==> config.mk <==
export PLATFORM = sky130hd
export DESIGN_NAME = gate_unit_arbiter
export DESIGN_NICKNAME = d
export VERILOG_FILES = /design/src/rtl/gate_unit_arbiter.sv
export SDC_FILE = /design/constraint.sdc
export NUM_CORES = 1
export LEC_CHECK = 0
export ABC_AREA = 1
export ABC_CLOCK_PERIOD_IN_PS = 2790
export BUFFER_PORTS_ARGS = -buffer_cell sky130_fd_sc_hd__buf_4
export CORE_ASPECT_RATIO = 1.1
export CORE_MARGIN = 2
export CORE_UTILIZATION = 46
export DETAILED_ROUTE_END_ITERATION = 12
export GPL_ROUTABILITY_DRIVEN = 1
export PLACE_DENSITY = 0.92
export REMOVE_ABC_BUFFERS = 1
export SYNTH_ARGS = -nofsm -noshare
export SYNTH_HDL_FRONTEND = slang
export SYNTH_SLANG_ARGS = --single-unit
export TNS_END_PERCENT = 30
==> constraint.sdc <==
create_clock -name clk -period 2.79 [get_ports clk]
set_input_delay 0.1395 -clock clk [delete_from_list [all_inputs] [get_ports clk]]
set_output_delay 0.1395 -clock clk [all_outputs]
set_load 0.02 [all_outputs]
==> src/rtl/gate_unit_arbiter.sv <==
// gate_unit_arbiter: round-robin shared registered OR/NOR unit for NREQ requesters.
// Define GATE_ARB_STATS_EN to add the saturating grant_cnt transfer counter.
module gate_unit_arbiter #(
    parameter int NREQ = 4,
    parameter int W = 8,
    localparam int IDW = (NREQ > 1) ? $clog2(NREQ) : 1
) (
    input  logic              clk,
    input  logic              rst_n,
    input  logic [NREQ-1:0]   req_valid,
    output logic [NREQ-1:0]   req_ready,
    input  logic [NREQ*W-1:0] req_x,
    input  logic [NREQ*W-1:0] req_y,
    input  logic [NREQ-1:0]   req_op,
    output logic              rsp_valid,
    input  logic              rsp_ready,
    output logic [W-1:0]      rsp_z,
    output logic [IDW-1:0]    rsp_id
`ifdef GATE_ARB_STATS_EN
   ,output logic [15:0]       grant_cnt
`endif
);
    logic [IDW-1:0] ptr;
    logic [IDW-1:0] gnt_id;
    logic           gnt_ok;
    logic           free;
    logic           xfer;
    logic [W-1:0]   gor;

    // Scan downward so the last hit, nearest to ptr, wins.
    always_comb begin
        gnt_ok = 1'b0;
        gnt_id = '0;
        for (int k = NREQ - 1; k >= 0; k--)
            if (req_valid[(int'(ptr) + k) % NREQ]) begin
                gnt_ok = 1'b1;
                gnt_id = IDW'((int'(ptr) + k) % NREQ);
            end
    end

    assign free      = !rsp_valid || rsp_ready;
    assign xfer      = rst_n && free && gnt_ok;
    assign req_ready = xfer ? (NREQ'(1) << gnt_id) : '0;
    assign gor       = req_x[gnt_id*W +: W] | req_y[gnt_id*W +: W];

    always_ff @(posedge clk or negedge rst_n)
        if (!rst_n) begin
            rsp_valid <= 1'b0;
            rsp_z     <= '0;
            rsp_id    <= '0;
            ptr       <= '0;
        end else if (xfer) begin
            rsp_valid <= 1'b1;
            rsp_z     <= req_op[gnt_id] ? ~gor : gor;
            rsp_id    <= gnt_id;
            ptr       <= (int'(gnt_id) == NREQ - 1) ? '0 : gnt_id + 1'b1;
        end else if (rsp_ready)
            rsp_valid <= 1'b0;

`ifdef GATE_ARB_STATS_EN
    always_ff @(posedge clk or negedge rst_n)
        if (!rst_n)
            grant_cnt <= '0;
        else if (xfer && grant_cnt != 16'hFFFF)
            grant_cnt <= grant_cnt + 16'd1;
`endif
endmodule
# After elaboration in Yosys (flattened, before gate mapping)
# Index checks and enable logic that the tools add are counted.
[op_classes]
bitwise_logic = 5
muxes = 26
eq_ne = 1
shifts = 3
magnitude_cmp = 5
addsub = 4
reduce_logical = 8
[ops]
columns = ["op", "count"]
rows = [
  ["32-bit by 6-bit variable part select with 8-bit output", 2],
  ["1-bit two-way mux", 14],
  ["3-bit by 4-bit less-than comparator with 1-bit output, second input constant", 3],
  ["1-bit binary-select mux with 2-bit select", 5],
  ["2-bit two-way mux", 5],
  ["8-bit two-way mux", 1],
  ["8-bit NOT", 1],
  ["8-bit bitwise OR", 1],
  ["2-bit by 3-bit less-than comparator with 1-bit output, second input constant", 2],
  ["2-bit OR reduction", 3],
  ["2-bit by 1-bit adder with 2-bit output, second input constant", 2],
  ["2-bit adder, second input constant", 2],
  ["4-bit two-way mux", 1],
  ["1-bit by 2-bit << shifter with 4-bit output, first input constant", 1],
  ["1-bit bitwise AND, first input constant", 3],
  ["2-bit by 1-bit == test with 1-bit output, second input constant", 1],
  ["1-bit logical AND", 2],
  ["2-bit nonzero test", 1],
  ["1-bit zero test", 1],
  ["1-bit logical OR", 1],
]
[totals]
in_bits = 75
word_cells = 56
out_inout_bits = 15
register_bits = 13

# Longest topological paths before layout
# Gate-level depths: netlist of the first run.
[logic_depth]
word_depth = 14
ltp_mapped = 17
mapped_depth_nobuf = 15

# Worst setup path after synthesis of the first run
# OpenSTA, ideal clock, no wires.
[synth_timing]
path_type = "reg2out"
from = "register ptr[0]"
to = "output req_ready[3]"
arrival_time_ns = 1.917
slack_ns = 0.733
required_time_ns = 2.651
stages_incl_launch_ff = 13
cell_sequence = "dfrtp_1 > o21ai_0 > nand2_2 > nand3_2 > nand2_1 > nand2_4 > nand2_2 > buf_6 > buf_6 > inv_1 > ha_1 > inv_1 > nor2_1"
[synth_via]
elab_chain_len = 10
word_cells_on_any_way = 25
[synth_lines]
columns = ["element", "line_no", "rtl"]
rows = [
  ["start, declared", "23", "logic [IDW-1:0] ptr;"],
  ["start signal, assigned", "56", "ptr <= (int'(gnt_id) == NREQ - 1) ? '0 : gnt_id + 1'b1;"],
  ["2-bit adder", "35, 37", ""],
  ["1-bit binary-select mux with 2-bit select", "35", "if (req_valid[(int'(ptr) + k) % NREQ]) begin"],
  ["1-bit two-way mux (implied by the code) (2 in series)", "35", ""],
  ["2-bit two-way mux (3 in series)", "35", ""],
  ["2-bit two-way mux (*)", "35", ""],
  ["via gnt_id[0]", "24", "logic [IDW-1:0] gnt_id;"],
  ["1-bit by 2-bit << shifter with 4-bit output (*)", "43", "assign req_ready = xfer ? (NREQ'(1) << gnt_id) : '0;"],
  ["4-bit two-way mux (*)", "43", ""],
  ["end, declared", "11", "output logic [NREQ-1:0] req_ready,"],
]
# Mark *: on every way through the listed nets, which the timed path passes. The rest lies on a longest branch. The select of a mux whose other input is x is not followed.

# Worst setup path in the final report of the first run
# Same ends and word-level chain as after synthesis.

==> metrics, run 1 <==
status finished, final reports clean; WL/cell 10.8 um; RSZ-0062 raised after global routing false; Max Cap Viol 0; area added between synthesis and finish 41.6%; VDD IR max 1020 uV; Starting Density 0.483; WP data arrival 2.35 ns; Tot GR Track Use 0.240; Ys Warns 0; placed inst area 2450 sq um; DP Worst Slack 0.566 ns; worst-skew pair later-pin latency 0.25 ns; R2R cell count 13; Synth Register Bits 13; DRT Pass-1 Iters 5; RR Startpoint ptr[0]$_DFFE_PN0P_; Worst Hold Path Cells 4; final instance count without filler cells 459; Hold WC Path Type in -> reg; asr flop ratio synth 1.00; die width 63.1 um; Post-CTS Resized 0; full die area 4350 sq um; Post-Syn Instances 323; largest net degree at the start of global routing 37; leakage 1.43 nW; Congestion Overflow GR 0; post-synthesis area per instance 5.47 sq um; routed wire length 4.94 mm; DIE HEIGHT 69.0 um; Inserted Clock Buffers 3; headroom to the max-slew limit 0.738; Seq/Total Area, Yosys 0.184; clock tree root buffer cell clkbuf_8; prevailing post-synth register cell dfrtp_1; startpoint types flop; final hold violations 0; pwr dens 1290 nW/um^2; Netlist cell types 20; CTS Sinks 13; Reg clk slew, reported paths 0.05 ns; Fillers 324; IO Port Bufs 89; setup ws final 0.297 ns; critical path's top delay family simple AND/OR/NAND/NOR gates; placed cell count 454; CTS H-Tree Depth 1; Hold WS 0.226 ns; Hold Path Origin rsp_ready; Reg area 325 sq um; Post-CTS Setup Repair Bufs 0; WP buf/inv 3; Tmin final 2.49 ns; CP required 2.65 ns; number of global-route vias before repair 2116; Hold Path Sink rsp_valid$_DFFE_PN0P_; # setup viols final 0; FMAX 401 MHz; post-cts hold buffer count 1; CP Max Fanout 22; Util after Layout 0.685; Multi-input gate area 1190 sq um; vias per cell 4.92; Slew Viols, Final 0; Slew @ Worst Pin 0.393 ns; fin crit share 0.894; HPWL after DPL 3.83 mm; setup TNS 0 ns; Clock Skew 0.00274 ns; layout cells sized above 1 0.276; antenna violations before repair 0; site row count 23; Worst R2R Setup Slack 0.54 ns; Antenna Nets Post-Route 0; crit-path max cell delay 0.46 ns; Post-synth EDFFs 0; GPL Wtd Cong 0.887; crit end category output port; I/O pins 90; clock buffer depth 2; Mapped Area 1770 sq um; Nets 489; DRC violations left 0; crit path max-delay cell type dfrtp_1; critical-path cell list o21ai_0 > nand2_1 > nand3_2 > nand2_1 > nand2_4 > nand2_2 > inv_1 > ha_1 > inv_1 > nor2_1 > buf_4; CORE AREA 3650 sq um; Crit Path Class reg -> out; final antenna diode count 0; overall power 3.22 mW; via count 2259; initial DRC count 131; CTS tree done; Final Instance Area 2500 sq um; r2r endpoint ptr[1]$_DFFE_PN0P_; global-route wire length before repair 8.41 mm
-- layer usage --
| layer | vias to the layer above | global-route usage | wire length, um | part of all wire |
|---|---|---|---|---|
| li1 | 1185 | - | - | - |
| met3 | 7 | 0.0649 | 365 | 0.074 |
| met2 | 84 | 0.467 | 2490 | 0.50 |
| met4 | 0 | 0.0750 | 46 | 0.0093 |
| met5 | - | 0 | 0 | 0 |
| met1 | 983 | 0.256 | 2030 | 0.41 |
-- logic make-up (layout without fill, tap and decap cells) --
group / after synthesis / count (layout) / share of synthesized area
adder cells (fa/ha/maj): 4 / 4 / 0.0283
AO/OA/AOI/OAI: 7 / 7 / 0.0220
buffers and inverters: 55 / 141 / 0.143
flip-flops: 13 / 13 / 0.184
AND/OR/NAND/NOR: 244 / 244 / 0.623
-- registers in the layout (all words and copies together), names as in the netlist --
signal / count
rsp_id: 2
rsp_valid: 1
rsp_z: 8
ptr: 2
-- worst max path at each step --
stage                      endpoint  slack [ns]  cells past startpoint                from
2_1_floorplan          req_ready[0]        0.25                      8  ptr[0]$_DFFE_PN0P_
5_1_grt                req_ready[3]        0.13                     11  ptr[0]$_DFFE_PN0P_
3_3_place_gp           req_ready[3]        0.68                     11  ptr[0]$_DFFE_PN0P_
3_5_place_dp   rsp_z[7]$_DFFE_PN0P_        0.57                     13  ptr[0]$_DFFE_PN0P_
4_1_cts                req_ready[3]        0.30                     11  ptr[0]$_DFFE_PN0P_
6_report               req_ready[3]        0.30                     11  ptr[0]$_DFFE_PN0P_
-- area by class of cell --
cell class / instances / share of cell area
well taps: 50 / 0.0250
multi-input cells: 255 / 0.475
repair buffers: 97 / 0.292
inverters: 40 / 0.0600
flip-flops and latches: 13 / 0.130
clock buffers: 4 / 0.0180
-- synthesized netlist by cell type, types with 2 or more instances --
master / count / area (sq um)
nand3_2: 2 / 20.0
buf_6: 4 / 45.0
o21ai_0: 5 / 25.0
inv_2: 3 / 11.3
nand2_1: 105 / 394
nand2_2: 6 / 37.5
ha_1: 4 / 50.1
inv_1: 37 / 139
nor2_1: 42 / 158
nand3_1: 71 / 355
dfrtp_1: 13 / 325
nand3b_1: 14 / 105
buf_2: 10 / 50.1
-- placed cells by master (no fill, tap or decap) --
| cell type | Yosys | routed |
|---|---|---|
| buf_4 | 1 | 96 |
| nor2_1 | 42 | 42 |
| o21ai_1 | 1 | 1 |
| nand3b_1 | 14 | 14 |
| nand3_2 | 2 | 2 |
| dfrtp_1 | 13 | 13 |
| or2_1 | 1 | 1 |
| nand2_1 | 105 | 105 |
| nand4_1 | 1 | 1 |
| o21ai_0 | 5 | 5 |
| ha_1 | 4 | 4 |
| nor2_2 | 1 | 1 |
| inv_1 | 37 | 37 |
| dlygate4sd3_1 | 0 | 1 |
| clkbuf_8 | 0 | 3 |
| clkbuf_1 | 0 | 1 |
| nand2_2 | 6 | 6 |
| nand3_1 | 71 | 71 |
| inv_2 | 3 | 3 |
| nand2_4 | 1 | 1 |
| o21ai_2 | 1 | 1 |
-- report_power, final --
part	internal [mW]	leakage, nW	switching [mW]
clock	0.101	0.0228	0.0692
combinational	0.972	1.25	1.71
sequential	0.288	0.156	0.0750
total	1.36	1.43	1.86
-- worst min-delay path, cell delays in order --
cell and delay [ns]:
buf_4 0.07, inv_1 0.03, nand2_1 0.11, nand2_1 0.08
No activity file was read; power rests on OpenSTA's default activity.
==> run 2, diff against run 1 <==
--- a/config.mk
+++ b/config.mk
@@ -17,2 +17,3 @@
 export REMOVE_ABC_BUFFERS = 1
+export SETUP_SLACK_MARGIN = 0.05
 export SYNTH_ARGS = -nofsm -noshare
==> constraint.sdc (replaced) <==
create_clock -name clk -period 2.79 [get_ports clk]
set_input_delay 0.558 -clock clk [delete_from_list [all_inputs] [get_ports clk]]
set_output_delay 0.558 -clock clk [all_outputs]
set_load 0.02 [all_outputs]
==> run 2 against run 1 <==
Routed wire length grew 0.49%. Setup slack got worse by 0.13 ns. Total power increased by 5.6%. Register-to-register slack got worse by 0.04 ns. Sequential power hardly changed. Sequential share of layout area fell by 0.29 points. Global-route usage is 1.2 points lower. Fmax fell by 5.1%. Cell count grew 1.3%. Critical path depth grew 2. Largest power group unchanged. Highest routed layer unchanged.
==> metrics, run 2 (synthesized netlist as in run 1, its figures left out) <==
pwr dens 1320 nW/um^2; routed wire length 4.96 mm; commonest non-fill, non-tap cell in the layout nand2_1; Worst Setup SP ptr[0]$_DFFE_PN0P_; Reg clk slew, reported paths 0.06 ns; status finished, final reports clean; IO Port Bufs 89; most frequent cells in the layout 105 x nand2_1, 102 x buf_4, 70 x nand3_1; I/O pins 90; DRC violations left 0; clock tree root buffer cell clkbuf_8; Max Cap Viol 0; Slew Viols, Final 0; CORE AREA 3650 sq um; Congestion Overflow GR 0; DRT Pass-1 Iters 4; Reg area 327 sq um; number of global-route vias before repair 1984; Fillers 316; headroom to the max-slew limit 0.750; overall power 3.40 mW; startpoint types flop; full die area 4350 sq um; crit path to req_ready[0]; DIE HEIGHT 69.0 um; CP required 2.23 ns; fin crit share 0.942; met1 Track Usage GR 0.270; CP Max Fanout 8; Crit Path Class reg -> out; CTS H-Tree Depth 1; Hold WC Path Type in -> async; initial DRC count 168; RR Startpoint ptr[0]$_DFFE_PN0P_; Antenna Nets Post-Route 0; Tmin final 2.63 ns; die width 63.1 um; area added between synthesis and finish 45.5%; largest register by flop count rsp_z; Largest regs rsp_z: 8 flops, ptr: 2 flops, rsp_id: 2 flops; Starting Density 0.483; GR met2 Demand/Resource 0.428; Inserted Clock Buffers 3; R2R cell count 16; crit-path max cell delay 0.47 ns; max reg flops 8; antenna violations before repair 0; Tot GR Track Use 0.228; Crit. path cell count 13; CTS Sinks 13; crit end category output port; global-route wire length before repair 8.15 mm; WP data arrival 2.07 ns; worst-skew pair later-pin latency 0.24 ns; GPL Wtd Cong 0.942; VDD IR max 728 uV; r2r endpoint rsp_z[4]$_DFFE_PN0P_; CTS tree done; WL/cell 10.7 um; WP buf/inv 4; critical path's top delay family simple AND/OR/NAND/NOR gates; leakage 1.46 nW; Nets 495; FMAX 380 MHz; site row count 23; crit path max-delay cell type dfrtp_2; most used routing layer met2; Worst R2R Setup Slack 0.50 ns; Multi-input gate area 1200 sq um; Slew @ Worst Pin 0.375 ns; clock buffer depth 2; vias per cell 4.96; setup TNS 0 ns; final hold violations 0; layout cells sized above 1 0.299; # setup viols final 0; HPWL after DPL 3.75 mm; via count 2307; final antenna diode count 0; largest net degree at the start of global routing 37; met3 Track Usage GR 0.0325; critical-path cell list inv_4 > nand2_1 > nand2_2 > inv_2 > nand2_2 > nand3_2 > nor2_2 > nor2_1 > nor2_2 > ha_1 > inv_1 > nor2_1 > buf_4; Clock Skew 0.00414 ns
## run 2: report_power, final
group          leakage (nW)  switching, mW  internal [mW]
Combinational          1.28           1.77           1.10
Clock                0.0255         0.0698         0.0985
Sequential            0.155         0.0736          0.289
## run 2: timing repair
action / CTS / global route
setup buffers: 0 / 5
hold buffers: 0 / 0
pin swaps: 0 / 2
endpoints found under the setup margin: 2 / 4
resized for setup: 1 / 7
## run 2: worst min-delay path by stage
stage / from / endpoint / depth (start not counted) / slack (ns)
floorplan: rst_n / ptr[0]$_DFFE_PN0P_ / 0 / 0.26
global route: rst_n / rsp_z[2]$_DFFE_PN0P_ / 1 / 0.16
finish: rst_n / rsp_z[7]$_DFFE_PN0P_ / 1 / 0.15
detailed placement: rst_n / rsp_z[7]$_DFFE_PN0P_ / 1 / 0.42
CTS: rst_n / rsp_z[7]$_DFFE_PN0P_ / 1 / 0.16
global placement: rst_n / rsp_valid$_DFFE_PN0P_ / 1 / 0.42
## run 2: metrics by stage
step | setup slack, ns | hold slack (ns) | utilization | cells | cell area [sq um]
2_1_floorplan | -0.290 | 0.262 | - | 308 | 1660
3_3_place_gp | 0.272 | 0.417 | 0.674 | 456 | 2460
3_5_place_dp | 0.208 | 0.418 | 0.674 | 456 | 2460
4_1_cts | 0.0562 | 0.155 | 0.687 | 460 | 2510
5_1_grt | -0.0122 | 0.156 | 0.703 | 465 | 2570
6_report | 0.162 | 0.154 | 0.703 | 465 | 2570
## run 2: final cells by class
cell class,count,area share
multi-input combinational,255,0.465
timing repair buffer,103,0.306
sequential,13,0.127
inverter,40,0.0594
tap,50,0.0243
clock buffer,3,0.0161
clock inverter,1,0.00195
## run 2: routing by layer
layer | vias to the layer above | routed length [um] | share of wire
li1 | 1198 | - | -
met1 | 1000 | 2000 | 0.40
met2 | 101 | 2480 | 0.50
met3 | 8 | 391 | 0.079
met4 | 0 | 90 | 0.018
met5 | - | 0 | 0
==> run 3, diff against run 2 <==
Settings changed: BUFFER_PORTS_ARGS -buffer_cell sky130_fd_sc_hd__buf_4 to unset, CORE_ASPECT_RATIO 1.1 to 0.75, CORE_UTILIZATION 46 to 55, DONT_BUFFER_PORTS set to 1, PLACE_DENSITY 0.92 to 0.81.
==> run 3 against run 2 <==
Flip-flop and latch count stayed put. Utilization is 6.4 points lower. First-iteration DRC count is 43% lower. Cell area is 25% lower. Cell count is 22% lower. Largest cell class unchanged. Highest routed layer unchanged.
==> metrics, run 3 (synthesized netlist as in run 1, its figures left out) <==
antenna violations before repair 0; crit path to req_ready[0]; VDD IR max 847 uV; max reg flops 8; commonest non-fill, non-tap cell in the layout nand2_1; DIE HEIGHT 53.1 um; CTS H-Tree Depth 1; overall power 3.15 mW; setup ws final 0.144 ns; RR Startpoint ptr[0]$_DFFE_PN0P_; Max Cap Viol 0; Crit Path Class reg -> out; crit end category output port; Clock Skew 0.00349 ns; Slew @ Worst Pin 0.588 ns; Starting Density 0.589; Psw 1.87 mW; headroom to the max-slew limit 0.607; layout cells sized above 1 0.110; Largest regs rsp_z: 8 flops, ptr: 2 flops, rsp_id: 2 flops; Hold WS 0.438 ns; Nets 406; largest register by flop count rsp_z; IO Port Bufs 0; site row count 17; global-route wire length before repair 7.43 mm; Tot GR Track Use 0.252; WP data arrival 2.09 ns; FMAX 378 MHz; final hold violations 0; routed wire length 4.42 mm; Clock Power Share 0.057; Congestion Overflow GR 0; # setup viols final 0; fin crit share 0.948; largest net degree at the start of global routing 37; startpoint types flop; full die area 3690 sq um; CTS tree done; r2r endpoint rsp_z[0]$_DFFE_PN0P_; vias per cell 5.52; I/O pins 90; initial DRC count 95; CORE AREA 3000 sq um; Slew Viols, Final 0; via count 2008; Inserted Clock Buffers 3; switch share 0.596; R2R cell count 15; Tmin final 2.65 ns; Worst Setup SP ptr[0]$_DFFE_PN0P_; area added between synthesis and finish 8.57%; Hold WC Path Type in -> reg; DRT Pass-1 Iters 4; most frequent cells in the layout 105 x nand2_1, 70 x nand3_1, 39 x nor2_1; final antenna diode count 0; GPL Wtd Cong 0.811; Flop pwr share 0.150; clock buffer depth 2; clock tree root buffer cell clkbuf_8; Worst R2R Setup Slack 0.60 ns; RSZ-0062 raised after global routing false; Reg clk slew, reported paths 0.06 ns; CP required 2.23 ns; DP Worst Slack 0.105 ns; CP Max Fanout 8; power share of the combinational group 0.793; DRC violations left 0; CTS Sinks 13; HPWL after DPL 3.23 mm; status finished, final reports clean; number of global-route vias before repair 1791; Antenna Nets Post-Route 0; Pint 1.27 mW; pwr dens 1640 nW/um^2; WL/cell 12.2 um; die width 69.4 um; worst-skew pair later-pin latency 0.26 ns; leakage 1.04 nW
## run 3: changes by cell type in the layout (fill, tap and decap cells not counted), sizes merged
cell,previous run,this run
clkbuf,3,4
buf,103,13
dlygate4sd3,0,1
clkinv,1,0
## run 3: worst max-delay path: stages (launching register included)
cell and delay [ns]:
dfrtp_2 0.47, inv_4 0.11, nand2_1 0.06, nand2_2 0.09
inv_2 0.05, nand2_2 0.09, nand3_2 0.10, nor2_4 0.14
nor2_1 0.06, nor2_2 0.19, ha_1 0.18, inv_1 0.04
nor2_1 0.11, buf_4 0.15
## run 3: power by group through the flow
stage	registers (mW)	clock network [mW]	logic (mW)
floorplan	0.439	0	1.76
global placement	0.464	0	2.30
detailed placement	0.467	0	2.37
CTS	0.464	0.179	2.40
global route	0.483	0.187	2.89
finish	0.471	0.180	2.50
## run 3: worst min path at each step
| stage | startpoint | to | slack (ns) | depth (start not counted) |
|---|---|---|---|---|
| global placement | rst_n | rsp_valid$_DFFE_PN0P_ | 0.26 | 0 |
| finish | rst_n | rsp_valid$_DFFE_PN0P_ | 0.44 | 2 |
| CTS | rst_n | rsp_valid$_DFFE_PN0P_ | 0.44 | 2 |
| global route | rst_n | rsp_valid$_DFFE_PN0P_ | 0.47 | 2 |
| floorplan | rst_n | ptr[0]$_DFFE_PN0P_ | 0.26 | 0 |
| detailed placement | rst_n | rsp_valid$_DFFE_PN0P_ | 0.26 | 0 |
## run 3: layer usage
layer  wire (um)  part of all wire  GRT usage
met5           0                 0          0
met4         119             0.027      0.111
met3         389             0.088     0.0514
met2        2060              0.47      0.466
met1        1860              0.42      0.287
## run 3: what timing repair did
item                                   in CTS  in global routing
gates resized for setup                     3                 10
pin swaps                                   0                  3
setup buffers                               0                  3
hold buffers                                1                  0
setup endpoints to repair                   3                  4
endpoints found under the hold margin      13                  0
## run 3: area by class of cell
cell class	count	area, sq um
Clock buffer	4	45.0
Multi-Input combinational cell	255	1230
Fill cell	306	1080
Tap cell	38	47.5
Inverter	40	153
Timing Repair Buffer	14	120
Sequential cell	13	327
## run 3: through the flow
step	utilization	instance area [sq um]	cells	TNS, ns
after floorplan	-	1660	308	-0.996
after global placement	0.596	1790	356	0
after detailed placement	0.596	1790	356	0
after CTS	0.617	1850	361	0
after global routing	0.640	1920	364	0
final	0.640	1920	364	0
